**config.mk**
```make
export PLATFORM = sky130hd
export DESIGN_NAME = bf_stdout_uart
export DESIGN_NICKNAME = d
export VERILOG_FILES = /design/src/rtl/bf_stdout_uart.sv
export SDC_FILE = /design/constraint.sdc
export NUM_CORES = 1
export LEC_CHECK = 0
export CORE_ASPECT_RATIO = 0.5
export CORE_MARGIN = 4
export CORE_UTILIZATION = 45
export DETAILED_ROUTE_END_ITERATION = 6
export PLACE_DENSITY = 0.7
export SLEW_MARGIN = 10
export SYNTH_ARGS = -nofsm -noshare
export SYNTH_HDL_FRONTEND = slang
export SYNTH_SLANG_ARGS = --single-unit
export TNS_END_PERCENT = 30
```
**constraint.sdc**
```tcl
create_clock -name clk -period 6.6 [get_ports clk]
set_clock_uncertainty 0.05 [all_clocks]
set_input_delay 0.66 -clock clk [delete_from_list [all_inputs] [get_ports clk]]
set_output_delay 0.66 -clock clk [all_outputs]
set_load 0.1 [all_outputs]
```
**src/rtl/bf_stdout_uart.sv**
```systemverilog
// bf_stdout_uart: captures bytes from a processor output strobe into a small FIFO and
// serialises them onto an 8N1 UART line. Optional even parity bit when BF_UART_PARITY_EN
// is defined (frame becomes 8E1). Synchronous active-high reset.
module bf_stdout_uart #(
  parameter int unsigned CLKS_PER_BIT = 104,
  parameter int unsigned FIFO_DEPTH   = 16
) (
  input  logic                          clk,
  input  logic                          reset,
  input  logic [7:0]                    stdout,
  input  logic                          stdout_en,
  output logic                          stall,
  output logic                          tx,
  output logic                          busy,
  output logic                          overflow,
  output logic [$clog2(FIFO_DEPTH):0]   fifo_count
);

  localparam int unsigned AW     = $clog2(FIFO_DEPTH);
  localparam int unsigned CntW   = AW + 1;
  localparam int unsigned TimerW = 16;

  typedef enum logic [2:0] {
    StIdle,
    StStart,
    StData,
`ifdef BF_UART_PARITY_EN
    StParity,
`endif
    StStop
  } state_e;

  state_e            state_q, state_d;
  logic [TimerW-1:0] timer_q, timer_d;
  logic [2:0]        idx_q, idx_d;
  logic              tx_q, tx_d;
  logic [7:0]        shift_q;
  logic              en_q;
  logic              ovf_q;
  logic [AW-1:0]     wr_ptr_q, rd_ptr_q;
  logic [CntW-1:0]   count_q;
  logic [7:0]        mem [FIFO_DEPTH];

  logic accept, full, wr, pop, bit_end;

  // Edge-detect the strobe so a level held while the processor is halted counts once.
  assign accept  = stdout_en & ~en_q;
  assign full    = (count_q == CntW'(FIFO_DEPTH));
  assign wr      = accept & ~full;
  assign bit_end = (timer_q == TimerW'(CLKS_PER_BIT - 1));

  // Headroom of one entry so a byte already in flight from the processor still fits.
  assign stall      = (count_q >= CntW'(FIFO_DEPTH - 1));
  assign busy       = (state_q != StIdle) || (count_q != '0);
  assign overflow   = ovf_q;
  assign fifo_count = count_q;
  assign tx         = tx_q;

  // FIFO storage; contents need no reset since the pointers define validity.
  always_ff @(posedge clk) begin
    if (wr) mem[wr_ptr_q] <= stdout;
  end

  // Strobe history: sampled even during reset so a held strobe is not taken on release.
  always_ff @(posedge clk) begin
    en_q <= stdout_en;
  end

  // FIFO pointers, occupancy and sticky overflow flag.
  always_ff @(posedge clk) begin
    if (reset) begin
      wr_ptr_q <= '0;
      rd_ptr_q <= '0;
      count_q  <= '0;
      ovf_q    <= 1'b0;
    end else begin
      if (wr) wr_ptr_q <= wr_ptr_q + AW'(1);
      if (pop) rd_ptr_q <= rd_ptr_q + AW'(1);
      case ({wr, pop})
        2'b10:   count_q <= count_q + CntW'(1);
        2'b01:   count_q <= count_q - CntW'(1);
        default: count_q <= count_q;
      endcase
      if (accept && full) ovf_q <= 1'b1;
    end
  end

  // Transmitter state, bit timer, bit index, shift register and registered line.
  always_ff @(posedge clk) begin
    if (reset) begin
      state_q <= StIdle;
      timer_q <= '0;
      idx_q   <= '0;
      tx_q    <= 1'b1;
      shift_q <= '0;
    end else begin
      state_q <= state_d;
      timer_q <= timer_d;
      idx_q   <= idx_d;
      tx_q    <= tx_d;
      if (pop) shift_q <= mem[rd_ptr_q];
    end
  end

  // Next-state logic; tx_d is the line value for the bit being entered.
  always_comb begin
    state_d = state_q;
    timer_d = timer_q;
    idx_d   = idx_q;
    tx_d    = tx_q;
    pop     = 1'b0;
    case (state_q)
      StIdle: begin
        tx_d = 1'b1;
        if (count_q != '0) begin
          pop     = 1'b1;
          state_d = StStart;
          tx_d    = 1'b0;
          timer_d = '0;
        end
      end
      StStart: begin
        if (bit_end) begin
          state_d = StData;
          timer_d = '0;
          idx_d   = '0;
          tx_d    = shift_q[0];
        end else begin
          timer_d = timer_q + TimerW'(1);
        end
      end
      StData: begin
        if (bit_end) begin
          timer_d = '0;
          idx_d   = idx_q + 3'd1;
          if (idx_q == 3'd7) begin
`ifdef BF_UART_PARITY_EN
            state_d = StParity;
            tx_d    = ^shift_q;
`else
            state_d = StStop;
            tx_d    = 1'b1;
`endif
          end else begin
            tx_d = shift_q[idx_q + 3'd1];
          end
        end else begin
          timer_d = timer_q + TimerW'(1);
        end
      end
`ifdef BF_UART_PARITY_EN
      StParity: begin
        if (bit_end) begin
          state_d = StStop;
          timer_d = '0;
          tx_d    = 1'b1;
        end else begin
          timer_d = timer_q + TimerW'(1);
        end
      end
`endif
      StStop: begin
        tx_d = 1'b1;
        if (bit_end) begin
          state_d = StIdle;
          timer_d = '0;
        end else begin
          timer_d = timer_q + TimerW'(1);
        end
      end
      default: begin
        state_d = StIdle;
        timer_d = '0;
        idx_d   = '0;
        tx_d    = 1'b1;
      end
    endcase
  end

endmodule

```
==> results of run 1 <==
-- area by class of cell --
| cell class | instances | share of cell area |
|---|---|---|
| clock inverter | 15 | 0.0215 |
| clock buffer | 17 | 0.0496 |
| timing repair buffer | 26 | 0.0277 |
| inverter | 12 | 0.00525 |
| sequential | 173 | 0.554 |
| tap | 227 | 0.0331 |
| multi-input combinational | 291 | 0.309 |
-- worst min-delay path by stage --
| stage | cells past startpoint | end | slack (ps) | startpoint |
|---|---|---|---|---|
| after floorplan | 2 | idx_q[1] | 400 | idx_q[1] |
| after global placement | 2 | idx_q[2] | 410 | idx_q[2] |
| after detailed placement | 2 | idx_q[1] | 420 | idx_q[1] |
| after CTS | 2 | idx_q[1] | 440 | idx_q[1] |
| after global routing | 1 | tx | 470 | tx |
| final | 2 | idx_q[2] | 430 | idx_q[2] |
-- Yosys cell counts (all sizes together) (4+ instances only) --
cell type  number  area share
a211o           6      0.0069
a211oi          6      0.0086
a21oi          12      0.0084
a31oi           5      0.0041
buf            16       0.013
clkbuf         14      0.0069
dfxtp          45        0.12
edfxtp        128        0.51
ha             18       0.030
inv            12      0.0059
mux2i          22       0.029
mux4           34        0.10
nand2          21       0.010
nand2b         15       0.012
nand3          14      0.0092
nand3b         13       0.013
nand4           6      0.0049
nor2           27       0.014
nor3           11      0.0073
o211ai          4      0.0082
o21ai           6      0.0044
o221ai         11       0.013
o31ai           7      0.0069
or3             5      0.0041
or4             6      0.0064
xnor2           4      0.0046
xor2            4      0.0046
-- per-layer routing --
metal	global-route usage	share of wire	vias up
li1	-	-	2032
met1	0.225	0.47	2181
met2	0.249	0.47	119
met3	0.0396	0.055	15
met4	0.0502	0.0091	0
met5	0	0	-
-- state kept, by name, indices dropped and copies added (netlist names), 2 cells and up --
name and count:
idx_q 3, fifo_count 5, wr_ptr_q 4, timer_q 16, shift_q 8, state_q 2, mem 128, rd_ptr_q 4
-- power groups by stage --
stage                     combinational [mW]  sequential [mW]  clock (mW)
after floorplan                        0.605             1.34           0
after global placement                 0.807             1.29           0
after detailed placement               0.816             1.29           0
after CTS                              0.818             1.27        1.03
after global routing                   0.887             1.28        1.08
final                                  0.813             1.27        1.02
-- logic make-up (layout without fill, tap and decap cells) --
logic type / Yosys count / count (layout) / synth area share
simple gates: 140 / 140 / 0.106
mux: 58 / 58 / 0.133
fa+ha+maj: 18 / 18 / 0.0297
buf+inv: 42 / 70 / 0.0257
compound gates: 67 / 67 / 0.0719
xor+xnor: 8 / 8 / 0.00923
flops: 173 / 173 / 0.625
-- worst max-delay path, stage by stage, from the launching register on --
cell             delay, ps
dfxtp_1                410
or4_4                  630
nor2_2                 450
inv_2                  140
clkdlybuf4s50_1        990
-- per-stage QoR --
step / power (mW) / cells / setup slack [ps] / hold slack [ps]
after CTS: 3.12 / 761 / 2840 / 435
after global placement: 2.09 / 729 / 3330 / 413
final: 3.10 / 761 / 2840 / 434
after global routing: 3.24 / 761 / 2720 / 473
after detailed placement: 2.11 / 729 / 3230 / 423
after floorplan: 1.94 / 506 / 2440 / 403
-- placed cells by master (no fill, tap or decap), types with 6 or more instances in the layout --
cell type,count
a211o_1,6
a21oi_1,11
buf_4,7
clkbuf_16,17
clkdlybuf4s50_1,18
dfxtp_1,44
edfxtp_1,128
ha_1,18
inv_1,11
mux2i_1,22
mux4_2,34
nand2_1,21
nand2b_1,15
nand3_1,14
nand3b_1,12
nand4_1,6
nor2_1,26
nor3_1,11
o221ai_1,11
o31ai_1,7
==> flow_metrics.py, run 1 <==
metrics = {
    "power_and_ir_drop": {
        "swShare": 0.340,
        "p_comb_frac": 0.263,
        "ir_drop_mv": 0.195,
        "p_leak_nw": 2.74,
        "power_density_mw_per_mm2": 361,
        "clkPwrFrac": 0.328,
        "seqPwrFrac": 0.409,
        "p_sw_mw": 1.05,
        "p_int_mw": 2.04,
    },
    "floorplanning": {
        "die_area_sq_mm": 0.0191,
        "die_w_um": 192,
        "io_pins": 20,
        "rows": 33,
        "die_y_um": 99.8,
        "start_util": 0.461,
        "fp.coreArea_sq_mm": 0.0165,
    },
    "timing": {
        "slew_headroom": 0.306,
        "finalCritPeriodShare": 0.569,
        "rsz0062_at_grt": "false",
        "max_freq_mhz": 266,
        "slew_viol_final": 0,
        "final-setup-viol-count": 0,
        "min_period_ps": 3760,
        "finalHoldViolCount": 0,
        "tightest_slew_ps": 1040,
        "finalSetupTns_ps": 0,
    },
    "worst_setup_path": {
        "end_kind": "output pin",
        "reg2reg_from": "fifo_count[1]",
        "crit_fanout": 11,
        "rr_endpoint": "fifo_count[4]",
        "endpoint": "busy",
        "worstPathArrival_ps": 3050,
        "rr_worst_depth": 9,
        "reg2reg_setup_slack_ps": 3160,
        "critPathKind": "reg -> out",
        "cp-start-kind": "flip-flop",
        "startpoint": "fifo_count[1]",
        "required_ps": 5890,
    },
    "yosys": {
        "synthDistinctLibCells": 62,
        "seq_area_frac_synth": 0.625,
        "ys_warn_count": 0,
        "synth_edf_count": 128,
        "synth.net_count": 535,
        "synth_ff_type": "edfxtp_1",
        "syn_avg_cell_area_sq_um": 15.0,
        "syn_area_sq_mm": 0.00759,
        "async_flop_share": 0,
        "synthCells": 506,
        "synth-seq-cells": 173,
    },
    "clock_network": {
        "postCtsHoldBufs": 0,
        "clkSinkCount": 173,
        "cts_tree": "done",
        "ctsResizeCount": 0,
        "numCtsBuffers": 17,
        "cts-root-buf": "clkbuf_16",
        "cts.clk_slew.worst_paths_ps": 70,
        "htree_levels": 4,
        "postCtsSetupRepairBufs": 0,
        "clk_path_buf_depth": 2,
        "clock_latency_ps": 430,
    },
    "placement": {
        "port_buffers": 19,
        "place.gp.congestion": 0.821,
        "dp_hpwl_um": 9250,
        "placed_cell_area_sq_mm": 0.00796,
    },
    "detailed_routing": {
        "drtIter0Drc": 382,
        "postRouteAntennaNets": 0,
        "drc_errors": 0,
        "viasPerCell": 5.71,
        "avgRoutedWirePerCell_um": 19.4,
        "num_vias": 4347,
        "wirelength_um": 14700,
        "first_pass_iters": 5,
    },
    "final_layout": {
        "design_area_sq_mm": 0.00857,
        "multi_input_area_sq_mm": 0.00265,
        "final_layout_size_suffix_gt1_frac": 0.180,
        "syn_to_final_growth_pct": 12.9,
        "layout.filler_cells": 1309,
        "num_antenna_cells": 0,
        "final_core_util": 0.520,
        "nets": 550,
        "final-seq-area_sq_mm": 0.00475,
    },
    "hold_path": {
        "hp-class": "reg -> reg",
    },
    "global_route": {
        "gr-usage-all-layers": 0.160,
        "antenna_found_initial": 0,
        "grt_pass1_wl_um": 23500,
        "overflow": 0,
        "grt_max_degree": 61,
        "grt_pass1_vias": 4260,
    },
    "outcome": {
        "outcome": "complete, no violations",
    },
    "run": {
        "cap_violations": 0,
    },
}
Note: power is estimated with default switching activity, not from simulation.
==> inputs of run 2 (changes only) <==
==> constraint.sdc (replaced) <==
create_clock -name clk -period 3.5 [get_ports clk]
set_clock_uncertainty 0.05 [all_clocks]
set_input_delay 0.35 -clock clk [delete_from_list [all_inputs] [get_ports clk]]
set_output_delay 0.35 -clock clk [all_outputs]
set_load 0.1 [all_outputs]
==> flow_metrics.py, run 2 (same netlist as run 1, synthesis figures left out) <==
metrics = {
    "outcome": {
        "outcome": "complete, no violations",
    },
    "detailed_routing": {
        "avgRoutedWirePerCell_um": 19.6,
        "dr_wl_met2_um": 7330,
        "first_pass_iters": 5,
        "wl_met3_um": 752,
        "wirelength_met1_um": 7030,
        "drc_errors": 0,
        "top_layer": "met4",
        "viasPerCell": 5.67,
        "drtIter0Drc": 327,
        "num_vias": 4408,
        "wirelength_um": 15200,
        "postRouteAntennaNets": 0,
    },
    "floorplanning": {
        "start_util": 0.461,
        "fp.coreArea_sq_mm": 0.0165,
        "die_y_um": 99.8,
        "die_area_sq_mm": 0.0191,
        "die_w_um": 192,
        "io_pins": 20,
        "rows": 33,
    },
    "timing": {
        "slew_headroom": 0.311,
        "tightest_slew_ps": 1030,
        "max_freq_mhz": 332,
        "min_period_ps": 3010,
        "final-setup-viol-count": 0,
        "finalCritPeriodShare": 0.860,
        "slew_viol_final": 0,
        "finalSetupTns_ps": 0,
        "finalHoldViolCount": 0,
        "rsz0062_at_grt": "false",
    },
    "power_and_ir_drop": {
        "ir_drop_mv": 0.291,
        "p_leak_nw": 2.82,
        "power_density_mw_per_mm2": 674,
    },
    "clock_network": {
        "clock_latency_ps": 430,
        "cts_tree": "done",
        "clk_path_buf_depth": 2,
        "postCtsSetupRepairBufs": 0,
        "ctsResizeCount": 0,
        "cts-root-buf": "clkbuf_16",
        "cts.clk_slew.worst_paths_ps": 70,
        "numCtsBuffers": 17,
        "clkSinkCount": 173,
        "postCtsHoldBufs": 0,
        "htree_levels": 4,
    },
    "worst_setup_path": {
        "crit_buf_inv": 1,
        "critPathKind": "reg -> reg",
        "end_kind": "flip-flop",
        "crit_chain": "or4_4 -> o21ai_2 -> inv_1 -> ha_1 -> xor2_1 -> ha_1 -> a211o_1 -> a21oi_1 -> a211o_1 -> nand3_1",
        "critPathTopFamily": "compound AO/OA/AOI/OAI gates",
        "required_ps": 3750,
        "critPathMaxStageDelay_ps": 630,
        "worstPathArrival_ps": 3260,
        "cp-start-kind": "flip-flop",
        "crit_fanout": 10,
        "critPathSlowestCell": "or4_4",
    },
    "final_layout": {
        "final_common_cell": "edfxtp_1",
        "regMostFlops": "mem",
        "largestRegisters": "mem x128, timer_q x16, shift_q x8",
        "largest_reg_flops": 128,
        "final_layout_size_suffix_gt1_frac": 0.209,
        "nets": 567,
        "num_antenna_cells": 0,
        "syn_to_final_growth_pct": 14.3,
        "mostFrequentLayoutCells": "edfxtp_1, dfxtp_1, mux4_2",
        "final_core_util": 0.527,
        "layout.filler_cells": 1297,
    },
    "global_route": {
        "grt_max_degree": 61,
        "antenna_found_initial": 0,
        "grt_pass1_wl_um": 24900,
        "overflow": 0,
        "grt_pass1_vias": 4528,
        "gr-usage-all-layers": 0.168,
    },
    "placement": {
        "port_buffers": 19,
        "place.gp.congestion": 0.838,
        "dp_hpwl_um": 9470,
    },
    "hold_path": {
        "hp-class": "in -> reg",
    },
    "run": {
        "cap_violations": 0,
    },
}
-- run 2: changes by cell type in the layout (fill, tap and decap cells not counted), sizes merged --
cell	previous run	this run
buf	8	27
clkdlybuf4s50	18	16
clkinv	5	6
clkinvlp	2	1
-- run 2: layer usage --
| metal | GRT usage | up-vias |
|---|---|---|
| met5 | 0 | - |
| met2 | 0.272 | 102 |
| met1 | 0.234 | 2241 |
| li1 | - | 2056 |
| met3 | 0.0417 | 9 |
| met4 | 0.0386 | 0 |
-- run 2: path summary, 6_finish.rpt --
path	startpoint	endpoint	slack, ps	depth (start not counted)
worst max register to register	fifo_count[1]	fifo_count[4]	490	10
worst min register to register	rd_ptr_q[1]	rd_ptr_q[1]	450	2
worst min-delay path	stdout_en	en_q	370	1
worst max-delay path	fifo_count[1]	fifo_count[4]	490	10
-- run 2: through the flow --
stage / cells / hold WS [ps] / total power [mW] / cell area [sq um] / worst slack, ps
floorplan: 506 / 328 / 3.67 / 7590 / 86.0
detailed placement: 746 / 432 / 4.02 / 8090 / 565
global placement: 746 / 415 / 3.98 / 8090 / 742
global route: 778 / 372 / 6.12 / 8680 / 367
finish: 778 / 373 / 5.85 / 8680 / 490
CTS: 778 / 360 / 5.88 / 8680 / 516
-- run 2: cell type report --
type | instances | area [sq um] | share of cell area
flip-flops and latches | 173 | 4750 | 0.547
multi-input cells | 291 | 2650 | 0.306
clock buffers | 17 | 425 | 0.0490
repair buffers | 43 | 360 | 0.0415
well taps | 227 | 284 | 0.0327
clock inverters | 15 | 166 | 0.0192
inverters | 12 | 45.0 | 0.00519
-- run 2: power by group --
group | internal (mW) | leakage [nW] | total, mW | switching (mW)
Sequential | 2.29 | 1.52 | 2.38 | 0.0944
Clock | 0.963 | 0.288 | 1.86 | 0.902
Combinational | 0.614 | 1.02 | 1.60 | 0.987
==> inputs of run 3 (changes only) <==
--- a/config.mk
+++ b/config.mk
@@ -6,7 +6,6 @@
 export NUM_CORES = 1
 export LEC_CHECK = 0
 export CORE_ASPECT_RATIO = 0.5
-export CORE_MARGIN = 4
 export CORE_UTILIZATION = 45
 export DETAILED_ROUTE_END_ITERATION = 6
 export PLACE_DENSITY = 0.7
==> constraint.sdc (replaced) <==
create_clock -name clk -period 3.59 [get_ports clk]
set_clock_uncertainty 0.05 [all_clocks]
set_input_delay 0.359 -clock clk [delete_from_list [all_inputs] [get_ports clk]]
set_output_delay 0.359 -clock clk [all_outputs]
set_load 0.1 [all_outputs]
==> flow_metrics.py, run 3 (same netlist as run 1, synthesis figures left out) <==
metrics = {
    "outcome": {
        "outcome": "complete, no violations",
    },
    "worst_setup_path": {
        "reg2reg_setup_slack_ps": 700,
        "critPathKind": "reg -> reg",
        "required_ps": 3890,
        "cp-start-kind": "flip-flop",
        "critPathSlowestCell": "or4_4",
        "worstPathArrival_ps": 3180,
        "crit_chain": "or4_4 -> o21ai_2 -> inv_1 -> ha_1 -> xor2_1 -> ha_1 -> a21oi_1 -> xnor2_1 -> or3_1 -> a21oi_1",
        "crit_fanout": 9,
        "critPathMaxStageDelay_ps": 640,
        "end_kind": "flip-flop",
    },
    "clock_network": {
        "clk_path_buf_depth": 2,
        "ctsResizeCount": 0,
        "cts-root-buf": "clkbuf_16",
        "cts_tree": "done",
        "clkSinkCount": 173,
        "htree_levels": 4,
        "cts.clk_slew.worst_paths_ps": 70,
        "postCtsHoldBufs": 0,
        "clock_latency_ps": 430,
        "numCtsBuffers": 17,
        "postCtsSetupRepairBufs": 0,
    },
    "hold_path": {
        "hp-class": "in -> reg",
    },
    "power_and_ir_drop": {
        "p_sw_mw": 1.91,
        "p_leak_nw": 2.80,
        "swShare": 0.332,
        "power_mw": 5.75,
        "ir_drop_mv": 0.470,
        "clkPwrFrac": 0.326,
        "seqPwrFrac": 0.412,
        "p_comb_frac": 0.262,
        "power_density_mw_per_mm2": 664,
        "p_int_mw": 3.84,
    },
    "final_layout": {
        "regMostFlops": "mem",
        "design_area_sq_mm": 0.00866,
        "final_core_util": 0.527,
        "layout.filler_cells": 1362,
        "nets": 559,
        "largestRegisters": "mem x128, timer_q x16, shift_q x8",
        "final_layout_size_suffix_gt1_frac": 0.197,
        "mostFrequentLayoutCells": "edfxtp_1, dfxtp_1, mux4_2",
        "largest_reg_flops": 128,
        "num_antenna_cells": 0,
        "syn_to_final_growth_pct": 14.1,
        "final_common_cell": "edfxtp_1",
    },
    "global_route": {
        "grt_pass1_vias": 4302,
        "overflow": 0,
        "gr-usage-all-layers": 0.186,
        "antenna_found_initial": 0,
        "grt_max_degree": 49,
        "grt_pass1_wl_um": 23700,
    },
    "placement": {
        "place.gp.congestion": 0.854,
        "dp_hpwl_um": 9410,
        "port_buffers": 19,
        "placed_cell_area_sq_mm": 0.00804,
    },
    "run": {
        "cap_violations": 0,
    },
    "floorplanning": {
        "die_w_um": 186,
        "die_area_sq_mm": 0.0174,
        "start_util": 0.462,
        "io_pins": 20,
        "rows": 33,
        "fp.coreArea_sq_mm": 0.0164,
        "die_y_um": 93.8,
    },
    "detailed_routing": {
        "postRouteAntennaNets": 0,
        "wirelength_um": 15100,
        "first_pass_iters": 5,
        "viasPerCell": 5.71,
        "num_vias": 4397,
        "drc_errors": 0,
        "avgRoutedWirePerCell_um": 19.6,
        "drtIter0Drc": 327,
    },
    "timing": {
        "final-setup-viol-count": 0,
        "slew_headroom": 0.324,
        "slew_viol_final": 0,
        "hold_slack_ps": 377,
        "finalHoldViolCount": 0,
        "tightest_slew_ps": 1010,
        "finalCritPeriodShare": 0.804,
        "finalSetupTns_ps": 0,
        "min_period_ps": 2890,
        "max_freq_mhz": 346,
        "rsz0062_at_grt": "false",
    },
}
-- run 3: cell count changes in the layout (fill, tap and decap cells not counted), sizes merged --
cell      change
clkinv        +2
clkinvlp      -1
buf           -8
bufinv        +1
inv           -2
-- run 3: power groups by stage --
| stage | Combinational, mW | Clock, mW | Sequential [mW] |
|---|---|---|---|
| 6_report | 1.51 | 1.87 | 2.37 |
| 5_1_grt | 1.63 | 2.00 | 2.38 |
| 3_5_place_dp | 1.50 | 0 | 2.41 |
| 2_1_floorplan | 1.11 | 0 | 2.46 |
| 4_1_cts | 1.51 | 1.90 | 2.37 |
| 3_3_place_gp | 1.48 | 0 | 2.40 |
-- run 3: worst max-delay path: cells and delay by family, from the launching register on --
family | cells | cell delay, ps
flip-flops | 1 | 400
AND/OR/NAND/NOR | 2 | 940
XOR/XNOR | 2 | 270
adder cells (fa/ha/maj) | 2 | 550
buffers and inverters | 1 | 130
AO/OA/AOI/OAI | 3 | 460
-- run 3: final cells by class --
type / count / area (sq um) / area share
Sequential cell: 173 / 4750 / 0.548
Multi-Input combinational cell: 291 / 2650 / 0.306
Clock buffer: 17 / 425 / 0.0491
Timing Repair Buffer: 35 / 313 / 0.0361
Tap cell: 227 / 284 / 0.0328
Clock inverter: 15 / 196 / 0.0227
Inverter: 12 / 45.0 / 0.00520
-- run 3: through the flow --
step	worst slack, ps	instances
CTS	725	770
global placement	828	738
finish	703	770
floorplan	176	506
detailed placement	734	738
global route	511	770
-- run 3: routing by layer --
layer / vias to the layer above / GRT usage / wire length, um
li1: 2046 / - / -
met4: 0 / 0.0663 / 222
met1: 2222 / 0.248 / 6940
met2: 112 / 0.299 / 7210
met3: 17 / 0.0426 / 702
met5: - / 0 / 0
-- run 3: worst paths after layout --
check	from	endpoint	cells past startpoint
setup / recovery	fifo_count[0]	fifo_count[2]	10
hold / removal	stdout_en	en_q	1
setup reg to reg	fifo_count[0]	fifo_count[2]	10
hold reg to reg	idx_q[1]	idx_q[1]	2
